<file path="src/rtl/calc_pkg.sv">
// rtl/calc_pkg.sv - opcode, error code and FSM state definitions shared by the calculator driver
package calc_pkg;

  localparam logic [3:0] OP_ADD     = 4'd0;
  localparam logic [3:0] OP_SUB     = 4'd1;
  localparam logic [3:0] OP_MUL     = 4'd2;
  localparam logic [3:0] OP_DIV     = 4'd3;
  localparam logic [3:0] OP_MOD     = 4'd4;
  localparam logic [3:0] OP_AND     = 4'd5;
  localparam logic [3:0] OP_OR      = 4'd6;
  localparam logic [3:0] OP_NAND    = 4'd7;
  localparam logic [3:0] OP_NOR     = 4'd8;
  localparam logic [3:0] OP_XOR     = 4'd9;
  localparam logic [3:0] OP_XNOR    = 4'd10;
  localparam logic [3:0] OP_NOT     = 4'd11;
  localparam logic [3:0] OP_PRESET  = 4'd12;
  localparam logic [3:0] OP_CLEAR   = 4'd13;
  localparam logic [3:0] OP_HOLD    = 4'd14;
  localparam logic [3:0] OP_ILLEGAL = 4'd15;

  localparam logic [1:0] ERR_ILLEGAL = 2'b11;

  typedef enum logic [1:0] {
    IDLE  = 2'd0,
    DRIVE = 2'd1,
    RESP  = 2'd2
  } state_t;

  function automatic logic is_illegal(input logic [3:0] op);
    return op == OP_ILLEGAL;
  endfunction

endpackage

</file>
<file path="src/rtl/calc_cmd_fifo.sv">
// rtl/calc_cmd_fifo.sv - synchronous show-ahead command FIFO with full/empty flags
module calc_cmd_fifo #(
  parameter int WIDTH = 20,
  parameter int DEPTH = 4
) (
  input  logic             clk,
  input  logic             rst,
  input  logic             push,
  input  logic [WIDTH-1:0] push_data,
  input  logic             pop,
  output logic [WIDTH-1:0] head,
  output logic             full,
  output logic             empty
);

  localparam int AW = $clog2(DEPTH);
  localparam logic [AW:0] FULL_CNT = (AW+1)'(DEPTH);

  logic [WIDTH-1:0] mem [DEPTH];
  logic [AW-1:0]    wr_ptr;
  logic [AW-1:0]    rd_ptr;
  logic [AW:0]      count;
  logic             do_push;
  logic             do_pop;

  assign full    = count == FULL_CNT;
  assign empty   = count == '0;
  assign do_push = push && !full;
  assign do_pop  = pop && !empty;
  assign head    = mem[rd_ptr];

  always_ff @(posedge clk) begin
    if (do_push) begin
      mem[wr_ptr] <= push_data;
    end
  end

  // Pointers are exactly log2(DEPTH) wide, so they wrap naturally.
  always_ff @(posedge clk) begin
    if (rst) begin
      wr_ptr <= '0;
      rd_ptr <= '0;
      count  <= '0;
    end else begin
      if (do_push) wr_ptr <= wr_ptr + 1'b1;
      if (do_pop)  rd_ptr <= rd_ptr + 1'b1;
      case ({do_push, do_pop})
        2'b10:   count <= count + 1'b1;
        2'b01:   count <= count - 1'b1;
        default: count <= count;
      endcase
    end
  end

endmodule

</file>
<file path="src/rtl/calc_cmd_driver.sv">
// rtl/calc_cmd_driver.sv - queues calculator commands, sequences the ALU port and returns results in order
module calc_cmd_driver
  import calc_pkg::*;
#(
  parameter int DATA_W = 16,
  parameter int RES_W  = 32,
  parameter int LAT    = 2,
  parameter int DEPTH  = 4
) (
  input  logic              clk,
  input  logic              rst,
  input  logic              cmd_valid,
  output logic              cmd_ready,
  input  logic [3:0]        cmd_op,
  input  logic [DATA_W-1:0] cmd_data,
  output logic              rsp_valid,
  input  logic              rsp_ready,
  output logic [3:0]        rsp_op,
  output logic [RES_W-1:0]  rsp_result,
  output logic [1:0]        rsp_err,
  output logic [3:0]        alu_op_code,
  output logic [DATA_W-1:0] alu_input1,
  input  logic [RES_W-1:0]  alu_output1,
  input  logic [1:0]        alu_err_code,
  output logic              busy
);

  localparam int ENTRY_W = 4 + DATA_W;

  state_t              state;
  state_t              state_nxt;
  logic [3:0]          cnt;
  logic                full;
  logic                empty;
  logic                push;
  logic                pop;
  logic [ENTRY_W-1:0]  head;
  logic [3:0]          head_op;
  logic [DATA_W-1:0]   head_data;

  assign {head_op, head_data} = head;
  assign cmd_ready = !full;
  assign push      = cmd_valid && !full;
  // A pop happens whenever the FSM is free to start the next command.
  assign pop       = !empty && (state == IDLE || (state == RESP && rsp_ready));

  calc_cmd_fifo #(
    .WIDTH (ENTRY_W),
    .DEPTH (DEPTH)
  ) u_fifo (
    .clk       (clk),
    .rst       (rst),
    .push      (push),
    .push_data ({cmd_op, cmd_data}),
    .pop       (pop),
    .head      (head),
    .full      (full),
    .empty     (empty)
  );

  always_ff @(posedge clk) begin
    if (rst) state <= IDLE;
    else     state <= state_nxt;
  end

  always_comb begin
    state_nxt = state;
    if (pop) begin
      state_nxt = is_illegal(head_op) ? RESP : DRIVE;
    end else begin
      case (state)
        DRIVE:   if (cnt == '0) state_nxt = RESP;
        RESP:    if (rsp_ready) state_nxt = IDLE;
        default: state_nxt = state;
      endcase
    end
  end

  always_comb begin
    rsp_valid = state == RESP;
    busy      = (state != IDLE) || !empty;
  end

  // Response fields only change on a pop, which in RESP needs rsp_ready, so they hold under backpressure.
  always_ff @(posedge clk) begin
    if (rst) begin
      cnt         <= '0;
      alu_op_code <= OP_HOLD;
      alu_input1  <= '0;
      rsp_op      <= '0;
      rsp_result  <= '0;
      rsp_err     <= '0;
    end else if (pop) begin
      if (is_illegal(head_op)) begin
        rsp_op     <= head_op;
        rsp_result <= '0;
        rsp_err    <= ERR_ILLEGAL;
      end else begin
        alu_op_code <= head_op;
        alu_input1  <= head_data;
        cnt         <= 4'(LAT - 1);
      end
    end else if (state == DRIVE) begin
      if (cnt == '0) begin
        rsp_op      <= alu_op_code;
        rsp_result  <= alu_output1;
        rsp_err     <= alu_err_code;
        alu_op_code <= OP_HOLD;
      end else begin
        cnt <= cnt - 1'b1;
      end
    end
  end

endmodule

</file>
<file path="config.mk">
export PLATFORM = sky130hd
export DESIGN_NAME = calc_cmd_driver
export DESIGN_NICKNAME = d
export VERILOG_FILES = /design/src/rtl/calc_pkg.sv /design/src/rtl/calc_cmd_fifo.sv /design/src/rtl/calc_cmd_driver.sv
export SDC_FILE = /design/constraint.sdc
export NUM_CORES = 1
export LEC_CHECK = 0
export BUFFER_PORTS_ARGS = -buffer_cell sky130_fd_sc_hd__clkbuf_2
export CAP_MARGIN = 10
export CORE_ASPECT_RATIO = 1.2
export CORE_MARGIN = 10
export CORE_UTILIZATION = 45
export CTS_CLUSTER_SIZE = 30
export DETAILED_ROUTE_END_ITERATION = 10
export PLACE_DENSITY = 0.8
export SLEW_MARGIN = 40
export SYNTH_ARGS = -nofsm -noshare
export SYNTH_HDL_FRONTEND = slang
export SYNTH_HIERARCHICAL = 1
export SYNTH_SLANG_ARGS = --single-unit
</file>
<file path="constraint.sdc">
create_clock -name clk -period 2.9 [get_ports clk]
set_input_delay 0.87 -clock clk [delete_from_list [all_inputs] [get_ports clk]]
set_output_delay 0.87 -clock clk [all_outputs]
set_load 0.005 [all_outputs]
</file>
-- Word-level counts from Yosys, hierarchy flattened
Memory sizes are Yosys's and may differ from the RTL's. A register that Yosys moved wholly into a read port is not among the register bits.
Index checks and enable logic that the tools add are counted.
Widths: inputs -> output; s select.
- register bits: 71
- bits in writable memories: 80
- bits of input ports: 58
- output and inout bits: 61
- word-level logic and storage cells: 80
- memories kept: 1
- memory list (memory ; depth ; width ; rd ports ; clocked after Yosys merged registers in ; write ports ; line ; RTL):
    u_fifo.mem ; 4 ; 20 ; 1 ; 1 ; 1 ; calc_cmd_fifo.sv:19 ; logic [WIDTH-1:0] mem [DEPTH];
- add/subtract/negate cells: 5
- eq/ne operators: 11
- multiplexer cells: 30
- bitwise operators: 1
- reduce and logical (&&, ||, !) cells: 22
- operator list (operator ; number):
    $mux 32 ; 4
    $mux 4 ; 12
    $mux 2 ; 10
    $reduce_and 3->1 ; 4
    $reduce_bool 2->1 ; 4
    $pmux 3 s2 ; 1
    $logic_and 1x1->1 ; 5
    $add 2x1->2 const B ; 2
    $eq 2x1->1 const B ; 2
    $eq 2x2->1 const B ; 2
    $eq 4x4->1 const B ; 1
    $logic_not 4->1 ; 1
    $ne 2x2->1 const B ; 2
    $pmux 2 s2 ; 1
    $sub 4x1->4 const B ; 1
    $add 3x1->3 const B ; 1
    $eq 3x3->1 const B ; 1
    $logic_not 3->1 ; 1
    $ne 3x1->1 const B ; 1
    $ne 3x2->1 const B ; 1
    $reduce_bool 3->1 ; 1
    $sub 3x1->3 const B ; 1
    $logic_not 1->1 ; 2
    $logic_not 2->1 ; 1
    5 further kinds ; 7

-- Longest topological paths before layout
Gate-level depths: netlist of run 1.
- depth after elaboration: 7
- gate-level depth with buffers: 12
- depth with buffers taken out: 12

-- By module
Netlist of run 1, hierarchy kept.
- by module, submodules not included (module ; instances ; cells an instance ; area each (µm²) ; seq. area each (µm²)):
    calc_cmd_fifo ; 1 ; 158 ; 3362.0 ; 2582.5
    calc_cmd_driver ; 1 ; 297 ; 2454.9 ; 1281.2

-- Worst setup path before layout of run 1
No wires, ideal clock.
- path type: in2reg
- start: in rsp_ready
- end: reg u_fifo.count[2]
- setup time: 70 ps
- arrival: 2569 ps
- required time: 2830 ps
- slack: 261 ps
- stages on the path: 11
- path buffers: 0
- cells stage by stage: nand2b_1 nand2_1 inv_1 o31ai_2 inv_1 ha_1 inv_1 fa_1 xor2_1 or3_1 a21oi_1
- cells in the longest elaborated chain, start to end: 6
- elaborated cells on any way between the ends: 8
- those cells by class: 2 x eq/ne; 1 x mux; 5 x reduce/logical
- RTL lines (item ; line ; RTL):
    start, declared ; calc_cmd_driver.sv:17 ; input logic rsp_ready,
    $logic_and 1x1->1 * ; calc_cmd_driver.sv:45 ; assign pop = !empty && (state == IDLE || (state == RESP && rsp_ready));
    $logic_or 1x1->1 * ; calc_cmd_driver.sv:45 ;
    $logic_and 1x1->1 * ; calc_cmd_driver.sv:45 ;
    named net pop ; calc_cmd_driver.sv:36 ; logic pop;
    $logic_and 1x1->1 * ; calc_cmd_fifo.sv:29 ; assign do_pop = pop && !empty;
    named net u_fifo.do_pop ; calc_cmd_fifo.sv:24 ; logic do_pop;
    $eq 2x1->1 / $eq 2x2->1 (equally long branches) ; calc_cmd_fifo.sv:47 ; case ({do_push, do_pop})
    $pmux 3 s2 / $reduce_bool 2->1 (equally long branches) ; -- ;
    end signal, assigned ; calc_cmd_fifo.sv:48 ; 2'b10: count <= count + 1'b1;
    end signal, assigned ; calc_cmd_fifo.sv:49 ; 2'b01: count <= count - 1'b1;
    end signal, assigned ; calc_cmd_fifo.sv:50 ; default: count <= count;
    end, declared ; calc_cmd_fifo.sv:22 ; logic [AW:0] count;
The timed path passes the listed nets; every way through them passes the cells marked *.
A chain may end at the register's enable or synchronous reset.

-- Final worst setup path of run 1
- start: reg u_fifo.count[0]
- end: reg u_fifo.count[2]
- cells in the longest elaborated chain, start to end: 6
- elaborated cells on any way between the ends: 14
- those cells by class: 2 x add/sub; 3 x eq/ne; 1 x mux; 8 x reduce/logical
- RTL lines (item ; line ; RTL):
    $logic_not 3->1 * ; calc_cmd_fifo.sv:27 ; assign empty = count == '0;
    named net empty ; calc_cmd_driver.sv:34 ; logic empty;
    $logic_not 1->1 * ; calc_cmd_driver.sv:45 ;
    $logic_and 1x1->1 * ; calc_cmd_driver.sv:45 ;
    named net pop ; calc_cmd_driver.sv:36 ;
    $logic_and 1x1->1 * ; calc_cmd_fifo.sv:29 ;
    named net u_fifo.do_pop ; calc_cmd_fifo.sv:24 ;
    $eq 2x1->1 / $eq 2x2->1 (equally long branches) ; calc_cmd_fifo.sv:47 ;
    $pmux 3 s2 / $reduce_bool 2->1 (equally long branches) ; -- ;
Marked as above.

==> impl_metrics.tcl, run 1 <==
set metrics [dict create \
    outcome "finished, final reports clean" \
    sw_frac_of_total_pct 30.4 \
    start_kind "flip-flop" \
    pwr-share-clk_pct 30.9 \
    worst_pin_slew_ns 0.477 \
    layout_common_cells "118 x clkbuf_2, 80 x edfxtp_1, 75 x nand2_1" \
    layout-drive-gt1-share_pct 31.4 \
    fmax_mhz 397 \
    nets 645 \
    finalInstanceArea_sq_um 7180 \
    cts.repair.resized 0 \
    gp_congestion 0.870 \
    dpl_cell_area_sq_um 6580 \
    clkLatencyLatePin_ns 0.41 \
    p_comb_share_pct 27.5 \
    vias_per_cell 5.28 \
    hold_viol 0 \
    start_util_pct 45.9 \
    synth-async-reset-ratio_pct 0 \
    area_growth_pct 23.4 \
    intPower_uw 4990 \
    synth_ff_type "edfxtp_1" \
    power.leakage_uw 0.00272 \
    power_frac_seq_pct 41.6 \
    hpwl_um 9170 \
    die_h_um 145 \
    netlist_instances 455 \
    instances_no_fill 757 \
    ir_drop_v 0.000492 \
    vias 4000 \
    maxCapViolations 0 \
    ant_nets 0 \
    max_slew_margin_pct 68.0 \
    wl_met3_um 1210 \
    power_density_nw_per_um2 1000 \
    yosysSeqAreaShare_pct 66.4 \
    min_path_cells 2 \
    first_global_vias 4092 \
    fin_crit_ns 2.52 \
    hold_slack_ns 0.455 \
    clock_sinks 153 \
    synth_edf_count 80 \
    final_util_pct 56.6 \
    wirelength_um 13000 \
    slew_violations 0 \
    critPathCaptureType "flip-flop" \
    postCtsHoldBufs 0 \
    io_buffer_count 118 \
    cts_root_buffer "clkbuf_16" \
    placed_cells 724 \
    holdCritPathClass "flip-flop to flip-flop" \
    fin_skew_ns 0.00906 \
    first_pass_iters 4 \
    die_x_um 124 \
    yosysUniqueCellTypes 39 \
    required_ns 3.24 \
    report.final.setup_viol 0 \
    ys_ff_latch 153 \
    critPathMaxFanout 8 \
    top_layer_used "met4" \
    layout_commonest_cell "clkbuf_2" \
    cts_tree "built" \
    wl_met2_um 6520 \
    drc 0 \
    synth_warnings 6 \
    wl_met1_um 5110 \
    cts_max_level 4 \
    die_area_sq_um 17900 \
    grt_max_degree 39 \
    cts.path.max_buffers 2 \
    drt_iter0_drc 198 \
    crit_arrival_ns 2.86 \
    grt_antenna_before_repair 1 \
    rr_worst_depth 12 \
    netlist_area_sq_um 5820 \
    clk_pin_slew_ns 0.06 \
    wl_per_cell_um 17.1 \
    syn_nets 521 \
    grt_overflow_total 0 \
    grt_pass1_wl_um 20100 \
    syn_area_per_cell_sq_um 12.8 \
    worstSetupPathType "flip-flop to flip-flop" \
    io-pin-count 119 \
    postCtsSetupRepairBufs 0 \
    rows 45 \
    netSwitchingPower_uw 2180 \
    rsz0062_at_grt "false" \
    core_area_sq_um 12700 \
    post-route-period-util_pct 86.9 \
    grt_usage_pct 14.4 \
    cts_made_buffers 17 \
]
## layer usage
layer	track usage (%)	up-vias
met5	0	-
li1	-	1901
met1	15.4	1928
met2	25.1	157
met4	5.83	0
met3	5.11	14
## synthesized netlist by cell type (2+ instances only)
cell type / number / area, sq um
edfxtp_1: 80 / 2400
nand2_1: 75 / 282
dfxtp_1: 73 / 1460
a21oi_1: 56 / 280
nand3_1: 37 / 185
mux4_2: 20 / 450
inv_1: 15 / 56.3
clkbuf_1: 10 / 37.5
nor2_1: 10 / 37.5
buf_2: 9 / 45.0
ha_1: 7 / 87.6
nor3_1: 6 / 30.0
and2_1: 5 / 31.3
o21ai_0: 5 / 25.0
xor2_1: 5 / 43.8
nand2b_1: 4 / 25.0
o221a_2: 4 / 45.0
buf_1: 3 / 11.3
buf_6: 3 / 33.8
nor2b_1: 3 / 18.8
o32ai_1: 3 / 26.3
or3_1: 3 / 18.8
a311oi_1: 2 / 17.5
buf_4: 2 / 15.0
## logic make-up (layout without fill, tap and decap cells)
logic type	Yosys count	count (layout)	share of synthesized area, %
AO/OA/AOI/OAI	74	74	7.46
multiplexers	21	21	7.92
buffers and inverters	42	179	3.42
adder cells (fa/ha/maj)	8	8	1.85
AND/OR/NAND/NOR	152	152	12.2
XOR/XNOR	5	5	0.753
other	0	1	0
flip-flops	153	153	66.4
## final timing paths
path,end,slack [ns],startpoint
worst max-delay path,u_fifo/count[2],0.38,u_fifo/count[0]
worst min-delay path,alu_input1[5],0.46,alu_input1[5]
worst max register to register,u_fifo/count[2],0.38,u_fifo/count[0]
worst min register to register,alu_input1[5],0.46,alu_input1[5]
## state kept, by name, summed over array words and instances, names as in the netlist, named ones only
name / count
u_fifo/mem: 80
rsp_result: 32
rsp_op: 4
u_fifo/wr_ptr: 2
state: 2
u_fifo/rd_ptr: 2
alu_op_code: 4
alu_input1: 16
cnt: 4
rsp_err: 2
u_fifo/count: 3
## critical path, cell delays in order, from the launching register on
cell,delay [ns]
dfxtp_1,0.47
nor3_2,0.15
nor2_1,0.16
nand2_1,0.09
inv_1,0.13
o31ai_2,0.10
inv_1,0.07
ha_1,0.18
inv_1,0.07
fa_1,0.42
xor2_1,0.16
or3_1,0.31
a21oi_1,0.14
## power by group through the flow
stage	clock network, uW	registers, uW	logic [uW]
5_1_grt	2360	3040	2230
3_3_place_gp	0	2990	1940
2_1_floorplan	0	2980	1290
4_1_cts	2260	2980	2020
3_5_place_dp	0	3030	2010
6_report	2220	2980	1970
## layout make-up
| type | count | area (sq um) |
|---|---|---|
| fill | 1020 | 5490 |
| sequential | 153 | 3860 |
| multi-input combinational | 260 | 1750 |
| timing repair buffer | 132 | 696 |
| clock buffer | 23 | 448 |
| tap | 164 | 205 |
| clock inverter | 9 | 150 |
| inverter | 15 | 56.3 |
| antenna | 1 | 2.50 |
## through the flow
stage | total power (uW) | worst slack, ns | TNS, ns
4_1_cts | 7260 | 0.363 | 0
5_1_grt | 7620 | 0.162 | 0
3_3_place_gp | 4930 | 0.124 | 0
2_1_floorplan | 4280 | 0.261 | 0
3_5_place_dp | 5030 | -0.00216 | -0.00216
6_report | 7170 | 0.379 | 0
(Power assumes the default switching activity.)
==> inputs of run 2 (changes only) <==
Settings changed: PLACE_DENSITY 0.8 to 0.68.
==> impl_metrics.tcl, run 2 (synthesized netlist as in run 1, its figures left out) <==
set metrics [dict create \
    holdCritPathClass "flip-flop to flip-flop" \
    cts.repair.resized 0 \
    die_x_um 124 \
    final_util_pct 57.1 \
    wl_per_cell_um 17.2 \
    ant_nets 0 \
    max_slew_margin_pct 58.2 \
    first_pass_iters 4 \
    cts_tree "built" \
    fin_crit_ns 2.52 \
    clock_sinks 153 \
    clk_pin_slew_ns 0.06 \
    maxCapViolations 0 \
    grt_antenna_before_repair 1 \
    dp_slack_ns 0.0185 \
    rr_startpoint "u_fifo/count[0]" \
    layout_commonest_cell "clkbuf_2" \
    power_density_nw_per_um2 1020 \
    power.leakage_uw 0.00275 \
    tns_ns 0 \
    grt_max_degree 40 \
    grt_usage_pct 14.8 \
    start_util_pct 45.9 \
    area_growth_pct 24.3 \
    drt_iter0_drc 267 \
    layout_common_cells "118 x clkbuf_2, 80 x edfxtp_1, 75 x nand2_1" \
    cts_max_level 4 \
    netSwitchingPower_uw 2260 \
    power_frac_seq_pct 40.6 \
    nets 645 \
    core_area_sq_um 12700 \
    hold_viol 0 \
    largest_reg_flops 80 \
    start_kind "flip-flop" \
    postCtsSetupRepairBufs 0 \
    die_area_sq_um 17900 \
    total_power_uw 7350 \
    vias_per_cell 5.27 \
    required_ns 3.23 \
    p_comb_share_pct 27.4 \
    outcome "finished, final reports clean" \
    critPathCaptureType "flip-flop" \
    n_fill_cell 1040 \
    first_global_vias 4026 \
    clkLatencyLatePin_ns 0.41 \
    critPathMaxFanout 8 \
    crit_path_start "u_fifo/count[0]" \
    hold_start "alu_input1[13]" \
    rsz0062_at_grt "false" \
    ir_drop_v 0.000447 \
    sw_frac_of_total_pct 30.8 \
    intPower_uw 5090 \
    cts.path.max_buffers 2 \
    io-pin-count 119 \
    postCtsHoldBufs 0 \
    fin_ws_ns 0.384 \
    io_buffer_count 118 \
    dpl_cell_area_sq_um 6590 \
    worst_pin_slew_ns 0.627 \
    top_regs "u_fifo/mem (80), rsp_result (32), alu_input1 (16)" \
    largest_register "u_fifo/mem" \
    rows 45 \
    cts_made_buffers 17 \
    report.final.setup_viol 0 \
    fin_skew_ns 0.00679 \
    grt_overflow_total 0 \
    post-route-period-util_pct 86.8 \
    drc 0 \
    slew_violations 0 \
    fmax_mhz 397 \
    vias 3987 \
    pwr-share-clk_pct 32.0 \
    grt_pass1_wl_um 20700 \
    layout-drive-gt1-share_pct 32.6 \
    wirelength_um 13000 \
    crit_arrival_ns 2.84 \
    hpwl_um 8890 \
    finalInstanceArea_sq_um 7230 \
    worstSetupPathType "flip-flop to flip-flop" \
    cts_root_buffer "clkbuf_16" \
    die_h_um 145 \
    gp_congestion 0.866 \
]
-- run 2: cell types whose count changed in the layout (fill, tap and decap cells not counted), sizes merged --
cell	change
clkinv	-1
clkinvlp	+1
inv	+4
clkbuf	-4
-- run 2: worst max-delay path: stages (launching register included) --
cell     delay (ns)
dfxtp_1        0.46
nor3_2         0.14
nor2_1         0.16
nand2_1        0.09
inv_1          0.12
o31ai_2        0.10
inv_1          0.07
ha_1           0.17
inv_1          0.07
fa_1           0.43
xor2_1         0.16
or3_1          0.31
a21oi_1        0.15
-- run 2: metrics by stage --
| stage | hold WS, ns | std cells |
|---|---|---|
| floorplan | 0.453 | 455 |
| global placement | 0.443 | 724 |
| detailed placement | 0.450 | 724 |
| CTS | 0.458 | 756 |
| global route | 0.468 | 757 |
| finish | 0.457 | 757 |
-- run 2: layer usage --
metal / up-vias / share of wire, % / wire length (um) / global-route usage (%)
met5: - / 0 / 0 / 0
met1: 1920 / 40 / 5210 / 17.9
met2: 149 / 48 / 6290 / 24.0
met3: 14 / 10 / 1310 / 4.49
li1: 1904 / - / - / -
met4: 0 / 1.7 / 220 / 6.45
-- run 2: power groups by stage --
| stage | clock, uW | combinational (uW) | sequential [uW] |
|---|---|---|---|
| floorplan | 0 | 1290 | 2980 |
| finish | 2350 | 2020 | 2980 |
| global placement | 0 | 1980 | 3010 |
| detailed placement | 0 | 2020 | 3030 |
| global route | 2510 | 2270 | 3040 |
| CTS | 2400 | 2040 | 2990 |
-- run 2: worst paths after layout --
path                     end  slack, ns  cells after the start
max          u_fifo/count[2]       0.38                     12
min           alu_input1[13]       0.46                      2
max reg2reg  u_fifo/count[2]       0.38                     12
min reg2reg   alu_input1[13]       0.46                      2
-- run 2: final cells by class --
type                    count  area (sq um)  share of cell area (%)
repair buffers            132           708                    9.79
well taps                 164           205                    2.84
clock inverters            13           189                    2.61
inverters                  15          56.3                   0.779
clock buffers              19           453                    6.26
flip-flops and latches    153          3860                    53.4
multi-input cells         260          1750                    24.3
diodes                      1          2.50                  0.0346
